$ cat config.mk
export PLATFORM = sky130hd
export DESIGN_NAME = ram_fifo_ctrl
export DESIGN_NICKNAME = d
export VERILOG_FILES = /design/src/rtl/ram_fifo_ctrl_pkg.sv /design/src/rtl/wrap_ptr.sv /design/src/rtl/ram_fifo_ctrl.sv
export SDC_FILE = /design/constraint.sdc
export NUM_CORES = 1
export LEC_CHECK = 0
export ABC_AREA = 1
export CORE_MARGIN = 4
export CORE_UTILIZATION = 40
export CTS_CLUSTER_DIAMETER = 50
export DETAILED_ROUTE_END_ITERATION = 10
export HOLD_SLACK_MARGIN = 0.03
export PLACE_DENSITY = 0.74
export SLEW_MARGIN = 20
export SYNTH_ARGS = -nofsm -noshare
export SYNTH_HDL_FRONTEND = slang
export SYNTH_SLANG_ARGS = --single-unit
$ cat constraint.sdc
create_clock -name clk -period 2 [get_ports clk]
set_clock_uncertainty 0.2 [all_clocks]
set_input_delay 0.5 -clock clk [delete_from_list [all_inputs] [get_ports clk]]
set_output_delay 0.5 -clock clk [all_outputs]
set_load 0.005 [all_outputs]
$ cat src/rtl/ram_fifo_ctrl_pkg.sv
// Shared constants and arbitration type for the RAM-backed FIFO controller.
// The defaults match the 4 x 3-bit single-port RAM this controller drives.
package ram_fifo_ctrl_pkg;

  localparam int DW    = 3;
  localparam int AW    = 2;
  localparam int DEPTH = 4;

  // Port priority used when a write and a read both want the shared RAM port.
  typedef enum logic {
    WR = 1'b0,
    RD = 1'b1
  } prio_t;

endpackage

$ cat src/rtl/wrap_ptr.sv
// AW-bit circular pointer for the RAM.
// It advances on inc and wraps naturally from 2**AW-1 back to 0.
module wrap_ptr #(
  parameter int AW = 2
) (
  input  logic          clk,
  input  logic          rst,
  input  logic          inc,
  output logic [AW-1:0] ptr
);

  // NOTE: sequential state uses non-blocking assignments so every register samples pre-edge values.
  always_ff @(posedge clk) begin
    if (rst)      ptr <= '0;
    else if (inc) ptr <= ptr + 1'b1;
  end

endmodule

$ cat src/rtl/ram_fifo_ctrl.sv
// Circular FIFO controller for an external single-port RAM with asynchronous read.
// One access per cycle: a toggling priority flag shares the port when a write and a read contend.
module ram_fifo_ctrl #(
  parameter int DW = ram_fifo_ctrl_pkg::DW,
  parameter int AW = ram_fifo_ctrl_pkg::AW
) (
  input  logic          clk,
  input  logic          rst,
  input  logic          in_valid,
  output logic          in_ready,
  input  logic [DW-1:0] in_data,
  output logic          out_valid,
  input  logic          out_ready,
  output logic [DW-1:0] out_data,
  output logic          ram_we,
  output logic [AW-1:0] ram_addr,
  output logic [DW-1:0] ram_din,
  input  logic [DW-1:0] ram_dout,
  output logic [AW:0]   fill
);

  import ram_fifo_ctrl_pkg::*;

  localparam logic [AW:0] FULL_LEVEL = (AW+1)'(2**AW);

  prio_t         prio;
  logic [AW-1:0] wr_ptr;
  logic [AW-1:0] rd_ptr;
  logic          not_full;
  logic          not_empty;
  logic          wr_req;
  logic          rd_req;
  logic          wr_gnt;
  logic          rd_gnt;

  // NOTE: every always_comb output gets a default first so no path can infer a latch.
  always_comb begin
    not_full  = (fill < FULL_LEVEL);
    not_empty = (fill != '0);
    wr_req    = in_valid && not_full;
    rd_req    = not_empty && (!out_valid || out_ready);
    // in_ready must not look at in_valid, so only a pending read with RD priority blocks it.
    in_ready  = !rst && not_full && !(rd_req && prio == RD);
    wr_gnt    = in_valid && in_ready;
    rd_gnt    = !rst && rd_req && !wr_gnt;
    ram_we    = wr_gnt;
    ram_addr  = wr_gnt ? wr_ptr : rd_ptr;
    ram_din   = in_data;
  end

  wrap_ptr #(.AW(AW)) u_wr_ptr (
    .clk (clk),
    .rst (rst),
    .inc (wr_gnt),
    .ptr (wr_ptr)
  );

  wrap_ptr #(.AW(AW)) u_rd_ptr (
    .clk (clk),
    .rst (rst),
    .inc (rd_gnt),
    .ptr (rd_ptr)
  );

  // The RAM itself is not cleared on reset: fill=0 makes its stale words unreachable.
  always_ff @(posedge clk) begin
    if (rst) begin
      fill      <= '0;
      out_valid <= 1'b0;
      out_data  <= '0;
      prio      <= WR;
    end else begin
      if (wr_gnt)      fill <= fill + 1'b1;
      else if (rd_gnt) fill <= fill - 1'b1;

      if (rd_gnt) begin
        out_data  <= ram_dout;
        out_valid <= 1'b1;
      end else if (out_valid && out_ready) begin
        out_valid <= 1'b0;
      end

      if (wr_req && rd_req) prio <= (prio == WR) ? RD : WR;
    end
  end

endmodule

==> results of run 1 <==
==> power groups by stage <==
stage	combinational [mW]	clock [mW]	sequential, mW
after floorplan	0.243	0	0.366
after global placement	0.495	0	0.355
after detailed placement	0.510	0	0.359
after CTS	0.533	0.154	0.363
after global routing	0.619	0.162	0.379
final	0.552	0.149	0.371
==> critical path, cell delays in order (launching register included) <==
cell      delay (ns)
dfxtp_2         0.33
nor2_2          0.11
nand2_2         0.08
nand3_4         0.07
nand3_4         0.09
buf_6           0.13
clkinv_4        0.04
nand2_2         0.04
nand2_1         0.05
buf_2           0.11
==> final cells by class <==
class,count,area [um2]
Fill cell,128,445
Sequential cell,12,246
Multi-Input combinational cell,54,312
Inverter,14,57.6
Timing Repair Buffer,32,264
Tap cell,15,18.8
Clock buffer,3,22.5
==> layer usage <==
| layer | track usage (%) | up-vias |
|---|---|---|
| met2 | 27.4 | 16 |
| met4 | 12.2 | 0 |
| met1 | 15.5 | 290 |
| met5 | 0 | - |
| met3 | 3.45 | 6 |
| li1 | - | 319 |
==> Yosys cell counts, drive strengths merged <==
cell type / number / area, um2
a21oi: 4 / 20.0
fa: 1 / 20.0
buf: 4 / 33.8
o21ai: 7 / 35.0
nor2: 10 / 40.0
inv: 13 / 48.8
nand4: 1 / 6.26
xor2: 2 / 17.5
clkinv: 1 / 5.00
dfxtp: 12 / 240
nand2: 21 / 83.8
o211ai: 1 / 7.51
nand3: 7 / 52.6
==> cells in the final DEF (no fill, tap or decap), types with 2 or more instances in the layout <==
cell / count
nor2_1: 8
a21oi_1: 4
dfxtp_1: 9
nand2_1: 16
clkdlybuf4s50_1: 10
inv_2: 3
dfxtp_2: 2
nand3_1: 5
nand2_2: 5
xor2_1: 2
buf_2: 2
buf_4: 13
inv_1: 10
clkbuf_4: 3
buf_6: 2
nand3_4: 2
o21ai_0: 6
clkbuf_2: 3
==> registers in the layout, summed over array words and instances, names as in the netlist <==
| register | flops |
|---|---|
| out_valid | 1 |
| u_rd_ptr.ptr | 2 |
| u_wr_ptr.ptr | 2 |
| fill | 3 |
| out_data | 3 |
| prio | 1 |
==> cells by family (layout without fill, tap and decap cells) <==
group | after synthesis | count (layout) | share of synthesized area (%)
AOI/OAI and AO/OA | 12 | 12 | 10.2
xor gates and xnor gates | 2 | 2 | 2.87
adders and majority gates | 1 | 1 | 3.28
buffers and inverters | 18 | 49 | 14.3
DFF | 12 | 12 | 39.3
and+or+nand+nor | 39 | 39 | 29.9
==> metrics by stage <==
step	setup TNS, ns	cells
final	-0.0492	130
after global routing	-0.200	130
after CTS	-0.0765	128
after global placement	-3.37	122
after floorplan	0	84
after detailed placement	-3.85	122
==> how the worst max path moves through the flow <==
stage | end | depth (start not counted) | slack [ns]
final | ram_addr[1] | 9 | -0.03
after global routing | ram_addr[0] | 7 | -0.1
after CTS | ram_addr[0] | 7 | -0.07
after detailed placement | ram_addr[0] | 5 | -0.67
after global placement | ram_addr[0] | 5 | -0.63
after floorplan | fill[2] | 9 | 0.07
==> timing repair <==
| item | CTS | global route |
|---|---|---|
| setup buffers | 3 | 2 |
| pin swaps | 5 | 8 |
| hold endpoints to repair | 0 | 0 |
| gates resized for setup | 29 | 8 |
| endpoints found under the setup margin | 6 | 6 |
==> metrics.md, run 1 <==
| Metric | Value |
|---|---|
| Status | finished with violations |
| Failing checks | setup timing |
| GRT Util Overall | approximately 16% |
| R2R Setup Slk | 0.10 ns |
| GP Congestion | about 0.68 |
| Startpoint types | flip-flop |
| Library cells used by synthesis | 19 |
| Largest net degree at the start of global routing | 10 |
| PD cells | roughly 1200 nW/um2 |
| Longest Clk Path Bufs | 2 |
| Vias in the first global route | between 600 and 700 |
| Final Cell Area | between 900 and 1000 um2 |
| Total grt overflow | 0 |
| Sw frac | a little over a third |
| Leakage | between 0.4 and 0.5 nW |
| Root Driver | clkbuf_4 |
| Placement row count | 13 |
| Worst hold path type | reg2reg |
| Hold path endpoint | out_data[0] |
| # DRC | 0 |
| DR vias | about 630 |
| Clk sinks | 12 |
| Arrival @ worst endpoint | 1.33 ns |
| Met1 Wirelength | approximately 600 um |
| TritonCTS buffer count | 3 |
| Clock-pin slew on the worst setup and hold paths | roughly 0.07 ns |
| Crit Path Max Fanout | 3 |
| WL met2 | roughly 740 um |
| # Max-Cap Violations | 0 |
| Max-slew headroom | slightly below 90% |
| Post-DRT Antenna Nets | 0 |
| Period utilisation layout | 101% |
| Vias per cell | 4.85 |
| Worst Tran Pin Value | about 0.19 ns |
| Post-synth net total | 95 |
| CP startpoint | fill[0] |
| Layout cell share with drive strength beyond 1 | between 30% and 40% |
| Hold buffer count at CTS | 0 |
| Final HPWL DP | 1040 um |
| Synthesized area | 611 um2 |
| H-tree levels | 1 |
| Reg power frac | between 30% and 40% |
| Avg Inst Size Synth | slightly above 7 um2 |
| Global-route wire length before repair | around 2400 um |
| CP endpoint kind | output port |
| Io pins | 24 |
| Clock power frac | roughly 14% |
| Die Width | approximately 47 um |
| TritonCTS clock tree | yes |
| Top Metal Used | met4 |
| Gate power share | between 50% and 60% |
| Fin crit period | just over 2 ns |
| DRT Wirelength | between 1000 and 1500 um |
| Int Pwr | about 0.68 mW |
| WL per Instance | around 11 um |
| Ys Warns | 0 |
| IO Port Bufs | 17 |
| Hold WS | 0.272 ns |
| Drt pass-1 iters | 4 |
| Design Power | 1.07 mW |
| Worst vdd ir | just over 0.6 mV |
| Post-place instance area | roughly 840 um2 |
| Place WS | -0.669 ns |
| Setup violators final | 2 |
| Min-Delay Path Depth | 2 |
| Clock latency at the later pin of the worst-skew pair | 0.27 ns |
| Hold Startpoint | out_data[0] |
| Die Area | between 2000 and 2500 um2 |
| Met3 WL | approximately 90 um |
| Layout Nets | around 130 |
| Core area | ~1400 um2 |
| RR Endpoint | fill[2] |
| Initial cell density of the core | 44.7% |
| Initial DRC Count | 2 |
| Syn-to-layout area delta | 50.8% |
| Worst setup margin | -0.0282 ns |
| Switching power | about 0.39 mW |
| Final Slew Violations | 0 |
| DIE HEIGHT | between 40 and 50 um |
| Initial antenna violation count | 0 |
| Crit path required time | roughly 1.3 ns |
| #FFs+latches synth | 12 |
| Post-Syn Instances | 84 |
| Seq/Total Area, Yosys | about 39% |
| Worst Reg2Reg Path Length in Cells | 10 |
| Highest Clock Rate | ~0.49 GHz |
| Final core occ | approximately two thirds |
| RSZ-0062 raised after global routing | yes |
| Ant diodes | 0 |
| RR Startpoint | fill[0] |
| Kind of critical path | reg2out |
| Final Hold Viols | 0 |
Power figures use the tool's default switching activity.
==> inputs of run 2 (changes only) <==
CORE_UTILIZATION = 41   (was 40)
PLACE_DENSITY = 0.76   (was 0.74)
==> run 2 against run 1 <==
The flow still finishes with violations (setup timing). Combinational power fell by 1%. Routed wire length decreased by 9.3%. Die area down 2.0%. Critical path type is now in2out. Highest routed layer unchanged.
==> metrics.md, run 2 (synthesis gave the netlist of run 1 again) <==
| Metric | Value |
|---|---|
| H-tree levels | 1 |
| Final HPWL DP | about 950 um |
| Final Non-Filler Cells | 129 |
| DIE HEIGHT | around 47 um |
| Total grt overflow | 0 |
| Die Area | around 2200 um2 |
| TritonCTS clock tree | yes |
| Longest Clk Path Bufs | 2 |
| Highest Clock Rate | between 0.4 and 0.5 GHz |
| Initial cell density of the core | a little under half |
| RSZ-0062 raised after global routing | yes |
| DR vias | ~610 |
| # Max-Cap Violations | 0 |
| Clock latency at the later pin of the worst-skew pair | between 0.2 and 0.3 ns |
| Vias per cell | approximately 4.7 |
| Status | finished with violations |
| CP endpoint kind | output port |
| Failing checks | setup timing |
| Final Cell Area | ~900 um2 |
| Clk sinks | 12 |
| Die Width | between 40 and 50 um |
| GRT Util Overall | 14.4% |
| Fillers | around 120 |
| Worst vdd ir | 0.695 mV |
| R2R Setup Slk | 0.10 ns |
| Ant diodes | 0 |
| Placement row count | 13 |
| Root Driver | clkbuf_4 |
| Post-place instance area | between 800 and 900 um2 |
| GP Congestion | between 0.6 and 0.7 |
| Drt pass-1 iters | 4 |
| Post-DRT Antenna Nets | 0 |
| Initial DRC Count | 12 |
| IO Port Bufs | 17 |
| Max incr delay on CP | ~0.21 ns |
| WP buf/inv | 3 |
| Startpoint types | input port |
| Layout Nets | roughly 130 |
| Global-route wire length before repair | around 2200 um |
| Worst path cell trace | clkdlybuf4s15_2 > nor2_4 > nand3_4 > buf_6 > nand2_2 > o21ai_2 > buf_2 |
| Layout cell share with drive strength beyond 1 | between 30% and 40% |
| Setup violators final | 1 |
| WL per Instance | ~10 um |
| # DRC | 0 |
| Max-slew headroom | between 80 and 90% |
| Leakage | roughly 0.44 nW |
| Syn-to-layout area delta | 50.4% |
| Final Slew Violations | 0 |
| Design Power | around 1.1 mW |
| Top flop regs | fill x3, out_data x3 |
| Arrival @ worst endpoint | roughly 1.3 ns |
| Kind of critical path | in2out |
| TritonCTS buffer count | 3 |
| Io pins | 24 |
| Crit path required time | 1.30 ns |
| CP delay by family, top | buffers and inverters |
| Crit-path slowest cell | clkdlybuf4s15_2 |
| Vias in the first global route | 567 |
| Final Hold Viols | 0 |
| Worst setup margin | -0.0218 ns |
| Commonest non-fill, non-tap cell in the layout | nand2_1 |
| Inst Count DP | 122 |
| Initial antenna violation count | 0 |
| Clock-pin slew on the worst setup and hold paths | ~0.060 ns |
| Period utilisation layout | 101% |
| Crit Path Max Fanout | 4 |
| DRT Wirelength | between 1000 and 1500 um |
| PD cells | roughly 1100 nW/um2 |
| Core area | roughly 1400 um2 |
| Largest net degree at the start of global routing | 10 |
| Worst hold path type | reg2reg |
| Hold buffer count at CTS | 0 |
| Worst Tran Pin Value | 0.183 ns |
| Most frequent cells in the layout | nand2_1, buf_4, inv_1 |
| Fin crit period | about 2.0 ns |
==> run 2: cell count changes in the layout (fill, tap and decap cells not counted), sizes merged <==
cell / delta
clkdlybuf4s15: +2
buf: -1
clkbuf: -2
==> run 2: worst register-to-register path, stage by stage (launching register included) <==
cell	delay [ns]
dfxtp_2	0.33
nor2_2	0.11
nand2_2	0.08
nand3_4	0.08
nand3_4	0.09
buf_6	0.14
buf_4	0.16
fa_2	0.34
o211ai_1	0.16
nand2_1	0.08
nor2_1	0.07
==> run 2: worst paths after layout <==
check / start / cells after the start / end
max: rst / 7 / ram_addr[0]
min: out_data[0] / 2 / out_data[0]
max reg2reg: fill[0] / 10 / fill[2]
min reg2reg: out_data[0] / 2 / out_data[0]
==> run 2: repair_timing <==
action | 4_1_cts | 5_1_grt
pin swaps | 5 | 8
endpoints found under the setup margin | 6 | 7
cloned | 0 | 0
gates resized for setup | 26 | 7
buffers inserted | 4 | 0
==> run 2: final cells by class <==
class	instances	area (um2)	area share, %
multi-input cells	54	309	33.7
repair buffers	31	264	28.7
flip-flops and latches	12	246	26.8
inverters	14	57.6	6.27
clock buffers	3	22.5	2.45
well taps	15	18.8	2.04
==> run 2: stage by stage <==
step	hold WS [ns]	TNS [ns]	utilization [%]	setup WS (ns)
floorplan	0.251	0	-	0.0690
global placement	0.258	-3.39	62.3	-0.626
detailed placement	0.262	-3.65	62.3	-0.647
CTS	0.275	-0.0543	67.2	-0.0543
global route	0.297	-0.133	68.0	-0.103
finish	0.271	-0.0218	68.0	-0.0218
==> run 2: power breakdown <==
group	internal (mW)	switching [mW]	total, mW
sequential	0.315	0.0534	0.368
combinational	0.295	0.249	0.544
clock	0.0693	0.0687	0.138
==> run 2: metal layers <==
metal  GRT usage, %  wire (um)  up-vias  part of all wire [%]
li1               -          -      319                     -
met1           16.6        561      270                    42
met2           25.3        673       18                    50
met3           3.52         87        2                   6.5
met4           5.11         10        0                  0.75
met5              0          0        -                     0
